$ cat src/rtl/pipeline_wb_if.sv
// Purpose: MEM -> WB handshake and payload bundle for pipeline_wb_stage.
// Signals:
//   in_valid / in_ready : valid/ready handshake (ready driven by the WB stage)
//   flush               : squash the instruction presented this cycle
//   in_src              : NSRC packed write-back sources, source k at [k*XLEN +: XLEN]
//   in_sel              : source select
//   in_we, in_rd        : register write enable and destination
//   in_funct3           : load type
//   in_addr_lo          : low address bits of the load
//   in_dbg              : debug bundle carried alongside the instruction
// Modports: master (MEM stage side), slave (WB stage side).
interface pipeline_wb_if #(
    parameter int unsigned XLEN  = 32,
    parameter int unsigned NSRC  = 4,
    parameter int unsigned DBG_W = 64
);
    localparam int unsigned SELW = $clog2(NSRC);
    localparam int unsigned ALW  = $clog2(XLEN / 8);

    logic                 in_valid;
    logic                 in_ready;
    logic                 flush;
    logic [NSRC*XLEN-1:0] in_src;
    logic [SELW-1:0]      in_sel;
    logic                 in_we;
    logic [4:0]           in_rd;
    logic [2:0]           in_funct3;
    logic [ALW-1:0]       in_addr_lo;
    logic [DBG_W-1:0]     in_dbg;

    modport master (
        output in_valid, flush, in_src, in_sel, in_we, in_rd, in_funct3, in_addr_lo, in_dbg,
        input  in_ready
    );

    modport slave (
        input  in_valid, flush, in_src, in_sel, in_we, in_rd, in_funct3, in_addr_lo, in_dbg,
        output in_ready
    );
endinterface

$ cat src/rtl/pipeline_wb_stage.sv
// Purpose: pipelined CPU write-back stage. Holds one MEM/WB instruction, selects
// the write-back value, waits for variable-latency load data and drives the
// register-file write port, forwarding, debug and retire-count outputs.
// Ports:
//   clk, rst_n          : clock, asynchronous active-low reset
//   wb (slave)          : MEM-side handshake and payload (see pipeline_wb_if)
//   dmem_rvalid/rdata   : load data return
//   rf_we/rf_rd/rf_wdata: register-file write port
//   fwd_valid           : forwarding value valid (same as rf_we)
//   busy                : waiting for load data
//   retire_cnt          : completed instruction counter (wraps)
//   out_dbg             : registered debug bundle
module pipeline_wb_stage #(
    parameter int unsigned XLEN    = 32,
    parameter int unsigned NSRC    = 4,
    parameter int unsigned MEM_IDX = 1,
    parameter int unsigned DBG_W   = 64,
    parameter int unsigned CNT_W   = 32
) (
    input  logic               clk,
    input  logic               rst_n,
    pipeline_wb_if.slave       wb,
    input  logic               dmem_rvalid,
    input  logic [XLEN-1:0]    dmem_rdata,
    output logic               rf_we,
    output logic [4:0]         rf_rd,
    output logic [XLEN-1:0]    rf_wdata,
    output logic               fwd_valid,
    output logic               busy,
    output logic [CNT_W-1:0]   retire_cnt,
    output logic [DBG_W-1:0]   out_dbg
);
    localparam int unsigned SELW = $clog2(NSRC);
    localparam int unsigned ALW  = $clog2(XLEN / 8);
    localparam int unsigned SHW  = ALW + 3;

    typedef enum logic [1:0] {
        ST_EMPTY = 2'd0,
        ST_FULL  = 2'd1,
        ST_WAIT  = 2'd2
    } state_e;

    state_e               state_q, state_d;
    logic [NSRC*XLEN-1:0] src_q, src_d;
    logic [SELW-1:0]      sel_q, sel_d;
    logic                 we_q, we_d;
    logic [4:0]           rd_q, rd_d;
    logic [2:0]           funct3_q, funct3_d;
    logic [ALW-1:0]       addr_lo_q, addr_lo_d;
    logic [DBG_W-1:0]     dbg_q, dbg_d;
    logic [CNT_W-1:0]     cnt_q, cnt_d;

    logic                 done_c;
    logic                 ready_c;
    logic                 capture_c;
    logic [XLEN-1:0]      src_val_c;
    logic [SHW-1:0]       shamt_c;
    logic [XLEN-1:0]      shifted_c;
    logic [XLEN-1:0]      load_c;

    // State and held-payload registers
    always_ff @(posedge clk or negedge rst_n) begin
        if (!rst_n) begin
            state_q   <= ST_EMPTY;
            src_q     <= '0;
            sel_q     <= '0;
            we_q      <= 1'b0;
            rd_q      <= '0;
            funct3_q  <= '0;
            addr_lo_q <= '0;
            dbg_q     <= '0;
            cnt_q     <= '0;
        end else begin
            state_q   <= state_d;
            src_q     <= src_d;
            sel_q     <= sel_d;
            we_q      <= we_d;
            rd_q      <= rd_d;
            funct3_q  <= funct3_d;
            addr_lo_q <= addr_lo_d;
            dbg_q     <= dbg_d;
            cnt_q     <= cnt_d;
        end
    end

    // Next state, capture and retire counting
    always_comb begin
        state_d   = state_q;
        src_d     = src_q;
        sel_d     = sel_q;
        we_d      = we_q;
        rd_d      = rd_q;
        funct3_d  = funct3_q;
        addr_lo_d = addr_lo_q;
        dbg_d     = dbg_q;
        cnt_d     = cnt_q;

        done_c    = (state_q == ST_FULL) || ((state_q == ST_WAIT) && dmem_rvalid);
        // Ready in the load completion cycle lets the next instruction slip in without a bubble
        ready_c   = (state_q != ST_WAIT) || dmem_rvalid;
        capture_c = wb.in_valid && ready_c && !wb.flush;

        if (done_c) begin
            cnt_d   = cnt_q + CNT_W'(1);
            state_d = ST_EMPTY;
        end

        if (capture_c) begin
            src_d     = wb.in_src;
            sel_d     = wb.in_sel;
            we_d      = wb.in_we;
            rd_d      = wb.in_rd;
            funct3_d  = wb.in_funct3;
            addr_lo_d = wb.in_addr_lo;
            dbg_d     = wb.in_dbg;
            state_d   = (wb.in_sel == SELW'(MEM_IDX)) ? ST_WAIT : ST_FULL;
        end
    end

    // Held-source mux; a select beyond NSRC-1 matches nothing and yields 0
    always_comb begin
        src_val_c = '0;
        for (int k = 0; k < int'(NSRC); k++) begin
            if (sel_q == SELW'(k)) begin
                src_val_c = src_q[k*XLEN +: XLEN];
            end
        end
    end

    // Load alignment and extension
    always_comb begin
        shamt_c   = {addr_lo_q, 3'b000};
        shifted_c = dmem_rdata >> shamt_c;
        case (funct3_q)
            3'b000:  load_c = XLEN'($signed(shifted_c[7:0]));
            3'b100:  load_c = XLEN'(shifted_c[7:0]);
            3'b001:  load_c = XLEN'($signed(shifted_c[15:0]));
            3'b101:  load_c = XLEN'(shifted_c[15:0]);
            3'b010:  load_c = XLEN'($signed(shifted_c[31:0]));
            3'b110:  load_c = (XLEN == 64) ? XLEN'(shifted_c[31:0]) : dmem_rdata;
            3'b011:  load_c = (XLEN == 64) ? shifted_c : dmem_rdata;
            default: load_c = dmem_rdata;
        endcase
    end

    // Memory data only reaches the write port while a load is pending
    assign rf_wdata    = (state_q == ST_WAIT)         ? load_c :
                         (sel_q == SELW'(MEM_IDX))    ? '0     : src_val_c;
    assign rf_we       = done_c && we_q && (rd_q != 5'd0);
    assign rf_rd       = rd_q;
    assign fwd_valid   = rf_we;
    assign busy        = (state_q == ST_WAIT);
    assign retire_cnt  = cnt_q;
    assign out_dbg     = dbg_q;
    assign wb.in_ready = ready_c;

endmodule

$ cat src/flat_wrapper.sv
// flat-port wrapper written by rule: the top's interface ports become plain ports
module pipeline_wb_stage_flat 
#(
    parameter int unsigned XLEN    = 32,
    parameter int unsigned NSRC    = 4,
    parameter int unsigned MEM_IDX = 1,
    parameter int unsigned DBG_W   = 64,
    parameter int unsigned CNT_W   = 32
)
  (clk, rst_n, dmem_rvalid, dmem_rdata, rf_we, rf_rd, rf_wdata, fwd_valid, busy, retire_cnt, out_dbg, wb_in_valid, wb_flush, wb_in_src, wb_in_sel, wb_in_we, wb_in_rd, wb_in_funct3, wb_in_addr_lo, wb_in_dbg, wb_in_ready);
  pipeline_wb_if #(.XLEN(XLEN), .NSRC(NSRC), .DBG_W(DBG_W)) wb_i ();
  input  logic clk;
  input  logic rst_n;
  input  logic dmem_rvalid;
  input  logic [XLEN-1:0] dmem_rdata;
  output logic rf_we;
  output logic [4:0] rf_rd;
  output logic [XLEN-1:0] rf_wdata;
  output logic fwd_valid;
  output logic busy;
  output logic [CNT_W-1:0] retire_cnt;
  output logic [DBG_W-1:0] out_dbg;
  input wire logic [$bits(wb_i.in_valid)-1:0] wb_in_valid;
  input wire logic [$bits(wb_i.flush)-1:0] wb_flush;
  input wire logic [$bits(wb_i.in_src)-1:0] wb_in_src;
  input wire logic [$bits(wb_i.in_sel)-1:0] wb_in_sel;
  input wire logic [$bits(wb_i.in_we)-1:0] wb_in_we;
  input wire logic [$bits(wb_i.in_rd)-1:0] wb_in_rd;
  input wire logic [$bits(wb_i.in_funct3)-1:0] wb_in_funct3;
  input wire logic [$bits(wb_i.in_addr_lo)-1:0] wb_in_addr_lo;
  input wire logic [$bits(wb_i.in_dbg)-1:0] wb_in_dbg;
  output wire logic [$bits(wb_i.in_ready)-1:0] wb_in_ready;
  assign wb_i.in_valid = wb_in_valid;
  assign wb_i.flush = wb_flush;
  assign wb_i.in_src = wb_in_src;
  assign wb_i.in_sel = wb_in_sel;
  assign wb_i.in_we = wb_in_we;
  assign wb_i.in_rd = wb_in_rd;
  assign wb_i.in_funct3 = wb_in_funct3;
  assign wb_i.in_addr_lo = wb_in_addr_lo;
  assign wb_i.in_dbg = wb_in_dbg;
  assign wb_in_ready = wb_i.in_ready;
  pipeline_wb_stage #(.XLEN(XLEN), .NSRC(NSRC), .MEM_IDX(MEM_IDX), .DBG_W(DBG_W), .CNT_W(CNT_W)) u_core (.clk(clk), .rst_n(rst_n), .wb(wb_i), .dmem_rvalid(dmem_rvalid), .dmem_rdata(dmem_rdata), .rf_we(rf_we), .rf_rd(rf_rd), .rf_wdata(rf_wdata), .fwd_valid(fwd_valid), .busy(busy), .retire_cnt(retire_cnt), .out_dbg(out_dbg));
endmodule
$ cat config.mk
export PLATFORM = sky130hd
export DESIGN_NAME = pipeline_wb_stage_flat
export DESIGN_NICKNAME = d
export VERILOG_FILES = /design/src/rtl/pipeline_wb_if.sv /design/src/rtl/pipeline_wb_stage.sv /design/src/flat_wrapper.sv
export SDC_FILE = /design/constraint.sdc
export NUM_CORES = 1
export LEC_CHECK = 0
export ABC_CLOCK_PERIOD_IN_PS = 2550
export CORE_UTILIZATION = 41
export DETAILED_ROUTE_END_ITERATION = 12
export PLACE_DENSITY = 0.87
export SETUP_SLACK_MARGIN = 0.1
export SLEW_MARGIN = 20
export SYNTH_ARGS = -nofsm -noshare
export SYNTH_HDL_FRONTEND = slang
export SYNTH_SLANG_ARGS = --single-unit
$ cat constraint.sdc
create_clock -name clk -period 2.55 [get_ports clk]
set_input_delay 0.765 -clock clk [delete_from_list [all_inputs] [get_ports clk]]
set_output_delay 0.765 -clock clk [all_outputs]
set_load 0.03 [all_outputs]
==> impl_metrics.json, run 1 <==
{
  "yosysWarnings": 0,
  "setup_viol": 32,
  "setup_ws_ns": -0.601,
  "reg2reg_slack_ns": 0.71,
  "drt_iter0_markers": 464,
  "crit_required_ns": 1.79,
  "top_usage_layer": "met2",
  "cts.hold.buffers_added": 0,
  "io_pins": 379,
  "ff2ff_path_depth": 4,
  "grt.total_usage_pct": 26.3,
  "gp_congestion": 0.864,
  "worstPathCellList": "clkdlybuf4s15_1, mux4_2, nor2_4, nor4_4, buf_12, a221o_2, buf_12",
  "synth_area_leaders": "dfrtp_1 (50%), mux2_4 (18%), mux2_2 (8.8%)",
  "ys.flop_type": "dfrtp_1",
  "cp_slowest_cell": "mux4_2",
  "die-area_um2": 26000,
  "synth_largest_area_cell": "dfrtp_1",
  "port_buffers": 346,
  "rsz0062_at_grt": "yes",
  "final_max_slew_viol_count": 0,
  "power.total_w": 0.0122,
  "cp.arrival_ns": 2.39,
  "synth.top_cell.area_share_pct": 49.9,
  "wl_per_cell_um": 22.7,
  "final_cells": 1534,
  "dr.pass1.iters": 5,
  "critical_path.max_fanout": 8,
  "synth_cells": 747,
  "start_util_pct": 42.2,
  "drv_cap": 0,
  "cts_tree": "built",
  "status": "finished, violations left",
  "reg2reg_from": "u_core.retire_cnt[5]",
  "via_count": 8335,
  "min_period_ns": 3.15,
  "dp_slack_ns": -1.15,
  "layout-drive-gt1-share_pct": 39.5,
  "crit_family": "buffers and inverters",
  "tightestPinTransition_ns": 0.613,
  "worstSetupPathType": "in -> out",
  "dieHeight_um": 161,
  "stdcell_area_um2": 16400,
  "multi_input_area_um2": 5240,
  "report.final.hold_viol_count": 0,
  "ant_nets": 0,
  "final_cell_mix": "clkdlybuf4s50_1 (285), dfrtp_1 (203), mux2_4 (126)",
  "critical-path-max-stage-delay_ns": 0.54,
  "grt_max_degree": 63,
  "cts-root-buf": "clkbuf_16",
  "antenna_found_initial": 3,
  "ir_drop_mv": 0.519,
  "reg2reg_to": "u_core.retire_cnt[18]",
  "via_per_inst": 5.43,
  "synthArstFlopShare_pct": 100,
  "worstHoldPathType": "in -> async",
  "synth-edff-count": 0,
  "placed_area_um2": 15100,
  "numCtsBuffers": 23,
  "synth_cell_types": 52,
  "met2_usage_pct": 44.5,
  "maxSlewHeadroom_pct": 59.1,
  "syn_area_per_cell_um2": 13.9,
  "grtUsageMet3_pct": 6.45,
  "grt_pass1_wl_um": 52400,
  "clk_path_buf_depth": 3,
  "p_leak_nw": 7.25,
  "timing.fmax_mhz": 317,
  "p_per_area_nw_per_um2": 741,
  "fin_nets": 1435,
  "htreeDepth": 1,
  "drc": 0,
  "place_inst": 1469,
  "ys_ff_latch": 207,
  "die_x_um": 161,
  "finalClockSkew_ns": 0.0170,
  "n_fill_cell": 1715,
  "area_growth_pct": 58.4,
  "violations": "negative setup slack",
  "crit_buf_inv": 3,
  "coreArea_um2": 24600,
  "clock-sinks": 207,
  "syn_nets": 990,
  "end_kind": "output pin",
  "drt-total-wl_um": 34800,
  "clk_latency_ns": 0.54,
  "synth-seq-area-share_pct": 49.9,
  "overflow": 0,
  "grt_pass1_vias": 9124,
  "critPathMostFrequentCell": "buf_12",
  "use_met1_pct": 32.5,
  "regArea_um2": 5180,
  "clk_pin_slew_ns": 0.06,
  "start_kind": "input pin",
  "layout_commonest_cell": "clkdlybuf4s50_1",
  "rows": 57,
  "synth_area_um2": 10400,
  "fin_crit_sh_pct": 124,
  "dp_hpwl_um": 25100
}
==> worst max-delay path by stage <==
stage                                   start            to  slack [ns]  depth (start not counted)
final                          dmem_rdata[15]  rf_wdata[25]       -0.60                          7
after global routing      u_core.addr_lo_q[1]  rf_wdata[25]       -0.63                          6
after CTS                 u_core.addr_lo_q[1]  rf_wdata[25]       -0.62                          6
after detailed placement       dmem_rdata[31]  rf_wdata[27]       -1.15                          6
after global placement         dmem_rdata[31]  rf_wdata[29]       -1.11                          6
after floorplan                dmem_rdata[31]  rf_wdata[24]       -0.08                          4
==> synth_stat cells, drive strengths merged (2+ instances only) <==
library cell / count
mux2i: 20
inv: 5
o2bb2ai: 7
nor2b: 3
nand2: 23
a2bb2oi: 7
nand3: 11
and2: 4
nand4: 12
o22ai: 8
nor4: 3
xnor2: 19
o21ai: 11
a21oi: 24
buf: 35
nor3: 10
a31oi: 2
dfrtp: 207
nand2b: 6
o31ai: 8
o211a: 2
a221oi: 8
nand3b: 2
xor2: 12
mux2: 206
nor2: 10
and4: 6
a221o: 25
a22o: 9
or3: 2
clkbuf: 16
and3: 6
o21a: 9
==> through the flow <==
stage	util, %	hold slack [ns]	TNS (ns)
global placement	61.5	0.459	-23.74
detailed placement	61.5	0.463	-24.71
global route	66.8	0.202	-18.00
finish	66.8	0.180	-16.17
CTS	65.9	0.196	-16.29
floorplan	-	0.469	-1.12
==> cell families (layout without fill, tap and decap cells) <==
family	after synthesis	after routing	share of synthesized area, %
compound gates	125	125	9.37
xor+xnor	31	31	2.62
other cells	0	3	0
simple gates	100	100	5.45
fa+ha+maj	1	1	0.121
flops	207	207	49.9
buf+inv	56	516	3.53
mux	227	227	29.0
==> metal layers <==
metal  up-vias  wire length (um)
met5         -                15
met4         2              1080
met3        76              2570
met2       361             17100
met1      4208             14100
li1       3688                 -
==> final cells by class <==
type,instances,area share (%)
tap,324,2.47
antenna,3,0.0457
clock inverter,8,0.373
sequential,207,31.5
clock buffer,32,4.01
timing repair buffer,471,29.5
multi-input combinational,484,31.9
inverter,5,0.190
==> power breakdown <==
part	switching, W	internal, W	leakage [nW]	total [W]
logic	0.00226	0.00252	4.41	0.00478
clock network	0.00141	0.00182	0.358	0.00323
registers	0.000389	0.00379	2.48	0.00418
total	0.00406	0.00813	7.25	0.0122
==> state kept, by name (all words and copies together) (netlist names) <==
register           flops
u_core.addr_lo_q       2
u_core.funct3_q        3
u_core.out_dbg        64
u_core.retire_cnt     32
u_core.rf_rd           5
u_core.sel_q           2
u_core.src_q          96
u_core.state_q         2
u_core.we_q            1
==> what timing repair did <==
action	in CTS	in global routing
buffers inserted	19	3
endpoints found under the setup margin	47	43
pin swaps	15	3
resized for setup	63	41
cloned	0	0
No activity file was read; power rests on OpenSTA's default activity.
==> run 2, diff against run 1 <==
Settings changed: TNS_END_PERCENT from default to 10.
==> impl_metrics.json, run 2 (synthesis results as in run 1) <==
{
  "fin_crit_sh_pct": 123,
  "ir_drop_mv": 0.521,
  "setup_viol": 33,
  "drt-total-wl_um": 33000,
  "via_count": 8145,
  "clkPwrFrac_pct": 29.8,
  "ff2ff_path_depth": 5,
  "rows": 57,
  "power_frac_seq_pct": 33.9,
  "placed_area_um2": 14900,
  "clk_pin_slew_ns": 0.06,
  "fin_util_pct": 65.3,
  "regMostFlops": "u_core.src_q",
  "tightestPinTransition_ns": 0.580,
  "io_pins": 379,
  "min_period_ns": 3.15,
  "clk_latency_ns": 0.52,
  "largest_reg_flops": 96,
  "clk_path_buf_depth": 3,
  "dr.pass1.iters": 7,
  "start_util_pct": 42.2,
  "crit_required_ns": 1.79,
  "critical-path-max-stage-delay_ns": 0.56,
  "status": "finished, violations left",
  "reg2reg_slack_ns": 0.71,
  "combPwrFrac_pct": 36.3,
  "critPathMostFrequentCell": "buf_12",
  "place_inst": 1463,
  "timing.fmax_mhz": 318,
  "final_cells": 1510,
  "report.final.hold_viol_count": 0,
  "grt.total_usage_pct": 25.2,
  "p_leak_nw": 7.10,
  "layout-drive-gt1-share_pct": 37.6,
  "grt_max_degree": 68,
  "switchingPower_w": 0.00391,
  "cts-root-buf": "clkbuf_16",
  "stdcell_area_um2": 16100,
  "clock-sinks": 207,
  "grt_pass1_vias": 8920,
  "reg2reg_to": "u_core.retire_cnt[22]",
  "dp_hpwl_um": 24200,
  "grt_pass1_wl_um": 50800,
  "coreArea_um2": 24600,
  "die_x_um": 161,
  "finalClockSkew_ns": 0.0104,
  "gp_congestion": 0.877,
  "p_per_area_nw_per_um2": 764,
  "timing.setup.tns_ns": -15.20,
  "worstHoldPathType": "in -> async",
  "dieHeight_um": 161,
  "fin_nets": 1411,
  "startpoint": "dmem_rdata[31]",
  "cp.arrival_ns": 2.38,
  "drc": 0,
  "violations": "negative setup slack",
  "rsz0062_at_grt": "yes",
  "cp_slowest_cell": "mux4_2",
  "setup_ws_ns": -0.597,
  "maxSlewHeadroom_pct": 61.1,
  "critPathCapture": "rf_wdata[24]",
  "die-area_um2": 26000,
  "critical_path.max_fanout": 8,
  "drv_cap": 0,
  "port_buffers": 346,
  "reg2reg_from": "u_core.retire_cnt[0]",
  "cts.hold.buffers_added": 0,
  "cts_tree": "built",
  "worstPathCellList": "clkdlybuf4s15_2, mux4_2, nor2_4, nor4_4, buf_12, a221o_2, buf_12",
  "antenna_found_initial": 1,
  "p_int_w": 0.00837,
  "htreeDepth": 1,
  "end_kind": "output pin",
  "p_sw_share_pct": 31.9,
  "final_max_slew_viol_count": 0,
  "wl_per_cell_um": 21.9,
  "drt_iter0_markers": 610,
  "numCtsBuffers": 23,
  "n_fill_cell": 1777,
  "layout_commonest_cell": "clkdlybuf4s50_1",
  "final_cell_mix": "clkdlybuf4s50_1 (286), dfrtp_1 (204), mux2_4 (130)",
  "worstSetupPathType": "in -> out",
  "start_kind": "input pin",
  "area_growth_pct": 54.8,
  "ant_nets": 0,
  "overflow": 0,
  "via_per_inst": 5.39
}
-- run 2: per-layer routing --
layer  track usage [%]  vias to the layer above  share of wire, %
met2              42.7                      381                49
li1                  -                     3626                 -
met4              8.49                        0               3.0
met3              5.52                       66               7.3
met1              31.9                     4072                41
met5                 0                        -                 0
-- run 2: power by group through the flow --
stage                     registers, W  clock network [W]  logic, W
final                          0.00417            0.00366   0.00446
after global routing           0.00422            0.00387   0.00467
after CTS                      0.00416            0.00373   0.00443
after detailed placement       0.00420                  0   0.00432
after global placement         0.00418                  0   0.00427
after floorplan                0.00453                  0   0.00199
-- run 2: cell type report --
cell class	instances	area, um2	area share, %
diodes	1	2.50	0.0156
clock buffers	31	666	4.14
clock inverters	11	176	1.10
inverters	5	23.8	0.148
multi-input cells	484	5090	31.7
flip-flops and latches	207	5180	32.3
well taps	324	405	2.52
repair buffers	447	4520	28.1
-- run 2: worst min-delay path by stage --
| stage | end | startpoint | cells after the start |
|---|---|---|---|
| finish | u_core.retire_cnt[30] | rst_n | 1 |
| detailed placement | u_core.src_q[114] | u_core.src_q[114] | 1 |
| global route | u_core.retire_cnt[22] | rst_n | 1 |
| global placement | u_core.retire_cnt[31] | u_core.retire_cnt[31] | 1 |
| CTS | u_core.retire_cnt[31] | rst_n | 1 |
| floorplan | u_core.addr_lo_q[0] | rst_n | 0 |
-- run 2: stage by stage --
stage / hold slack (ns) / total power [W] / worst slack (ns)
4_1_cts: 0.193 / 0.0123 / -0.616
2_1_floorplan: 0.469 / 0.00653 / -0.0819
3_5_place_dp: 0.488 / 0.00852 / -0.965
3_3_place_gp: 0.458 / 0.00845 / -0.962
6_report: 0.191 / 0.0123 / -0.597
5_1_grt: 0.218 / 0.0128 / -0.652
-- run 2: timing repair --
item                                    in CTS  in global routing
hold endpoints to repair                     0                  0
gates resized for setup                     59                 28
buffers inserted                             2                  2
endpoints found under the setup margin      46                 42
pin swaps                                   10                  7
-- run 2: worst max-delay path, delay by kind of cell --
kind	cells	cell delay, ns
AOI/OAI and AO/OA	1	0.34
muxes	1	0.56
buffers and inverters	3	0.53
and+or+nand+nor	2	0.18
==> run 3, diff against run 2 <==
Settings changed: PLACE_DENSITY 0.87 to 0.79.
==> impl_metrics.json, run 3 (synthesis results as in run 1) <==
{
  "place_inst": 1462,
  "setup_ws_ns": -0.617,
  "setup_viol": 33,
  "combPwrFrac_pct": 37.5,
  "finalHoldWorstSlack_ns": 0.180,
  "start_util_pct": 42.2,
  "cts-root-buf": "clkbuf_16",
  "status": "finished, violations left",
  "p_sw_share_pct": 32.9,
  "via_count": 7965,
  "finalClockSkew_ns": 0.0117,
  "p_int_w": 0.00793,
  "clock-sinks": 207,
  "drt-total-wl_um": 32300,
  "die-area_um2": 26000,
  "timing.fmax_mhz": 316,
  "area_growth_pct": 54.0,
  "drc": 0,
  "tightestPinTransition_ns": 0.585,
  "numCtsBuffers": 23,
  "grt_max_degree": 61,
  "rows": 57,
  "port_buffers": 346,
  "maxSlewHeadroom_pct": 61.0,
  "clk_latency_ns": 0.53,
  "layout-drive-gt1-share_pct": 37.0,
  "final_max_slew_viol_count": 0,
  "drt_iter0_markers": 450,
  "dieHeight_um": 161,
  "htreeDepth": 1,
  "clkPwrFrac_pct": 27.2,
  "final_cell_mix": "clkdlybuf4s50_1 (286), dfrtp_1 (204), mux2_4 (129)",
  "power_frac_seq_pct": 35.3,
  "min_period_ns": 3.17,
  "fin_nets": 1409,
  "coreArea_um2": 24600,
  "cts.hold.buffers_added": 0,
  "switchingPower_w": 0.00389,
  "gp_congestion": 0.879,
  "clk_path_buf_depth": 3,
  "start_kind": "input pin",
  "drv_cap": 0,
  "met2_length_um": 15600,
  "critical-path-max-stage-delay_ns": 0.55,
  "p_leak_nw": 7.09,
  "via_per_inst": 5.28,
  "crit_required_ns": 1.79,
  "ant_nets": 0,
  "die_x_um": 161,
  "critical_path.max_fanout": 8,
  "end_kind": "output pin",
  "worstSetupPathType": "in -> out",
  "dr_wl_met3_um": 2290,
  "grt_pass1_vias": 8782,
  "cp.arrival_ns": 2.40,
  "overflow": 0,
  "worstHoldPathType": "in -> async",
  "regMostFlops": "u_core.src_q",
  "grt_pass1_wl_um": 50600,
  "topRoutingLayerUsed": "met5",
  "met1Wirelength_um": 13800,
  "dp_hpwl_um": 24100,
  "crit_family": "buffers and inverters",
  "cp_slowest_cell": "mux4_2",
  "antenna_found_initial": 2,
  "ir_drop_mv": 0.507,
  "layout_commonest_cell": "clkdlybuf4s50_1",
  "p_per_area_nw_per_um2": 739,
  "dr.pass1.iters": 5,
  "wl_per_cell_um": 21.4,
  "largest_reg_flops": 96,
  "grt.total_usage_pct": 25.0,
  "worstPathCellList": "dlygate4sd2_1, mux4_2, nor2_4, nor4_4, buf_12, a221o_2, buf_12",
  "cts_tree": "built",
  "report.final.hold_viol_count": 0,
  "timing.setup.tns_ns": -15.34,
  "fin_crit_sh_pct": 124,
  "clk_pin_slew_ns": 0.06,
  "violations": "negative setup slack",
  "final_cells": 1508,
  "io_pins": 379,
  "crit_buf_inv": 3,
  "critPathMostFrequentCell": "buf_12",
  "n_fill_cell": 1877,
  "rsz0062_at_grt": "yes",
  "power.total_w": 0.0118
}
run 3: cell count changes in the layout (fill, tap and decap cells not counted), moves of 3 or more:
cell | before | now
bufinv_16 | 4 | 1
a221oi_2 | 3 | 6
a221oi_1 | 5 | 2
clkinv_2 | 4 | 8
buf_6 | 11 | 8
dlymetal6s2s_1 | 6 | 9
a2bb2oi_2 | 6 | 3
clkbuf_8 | 6 | 1
run 3: metrics by stage:
stage,setup slack [ns],util (%),instance area [um2]
6_report,-0.617,65.0,16000
5_1_grt,-0.659,65.0,16000
4_1_cts,-0.628,64.4,15900
3_5_place_dp,-0.981,60.8,14900
3_3_place_gp,-0.943,60.8,14900
2_1_floorplan,-0.0819,-,10500
run 3: final cells by class:
| type | count | area, um2 | area share [%] |
|---|---|---|---|
| Antenna cell | 1 | 2.50 | 0.0157 |
| Clock buffer | 27 | 601 | 3.76 |
| Clock inverter | 15 | 130 | 0.814 |
| Inverter | 5 | 31.3 | 0.196 |
| Multi-Input combinational cell | 484 | 5100 | 31.9 |
| Sequential cell | 207 | 5180 | 32.4 |
| Tap cell | 324 | 405 | 2.54 |
| Timing Repair Buffer | 445 | 4530 | 28.4 |
run 3: worst paths after layout:
check                                       from                    end  slack [ns]  cells past startpoint
setup reg to reg            u_core.retire_cnt[0]  u_core.retire_cnt[22]        0.78                      6
min in group clk           u_core.retire_cnt[31]  u_core.retire_cnt[31]        0.49                      1
hold / removal                             rst_n  u_core.retire_cnt[11]        0.18                      1
max in group asynchronous                  rst_n    u_core.addr_lo_q[0]        1.71                      2
setup / recovery                   dmem_rdata[7]           rf_wdata[28]       -0.62                      7
hold reg to reg            u_core.retire_cnt[31]  u_core.retire_cnt[31]        0.49                      1
run 3: metal layers:
metal,track usage (%),vias to the layer above
li1,-,3620
met1,32.8,3962
met2,42.1,340
met3,5.55,41
met4,5.83,2
met5,0,-
run 3: power by group through the flow:
stage,clock network (W),registers (W),logic (W)
floorplan,0,0.00453,0.00199
detailed placement,0,0.00420,0.00431
global route,0.00344,0.00423,0.00465
CTS,0.00331,0.00417,0.00441
global placement,0,0.00419,0.00427
finish,0.00322,0.00417,0.00443
run 3: what timing repair did:
action                                  CTS  global route
endpoints found under the setup margin   44            44
buffers inserted                          2             1
pin swaps                                 5             3
resized for setup                        59            28
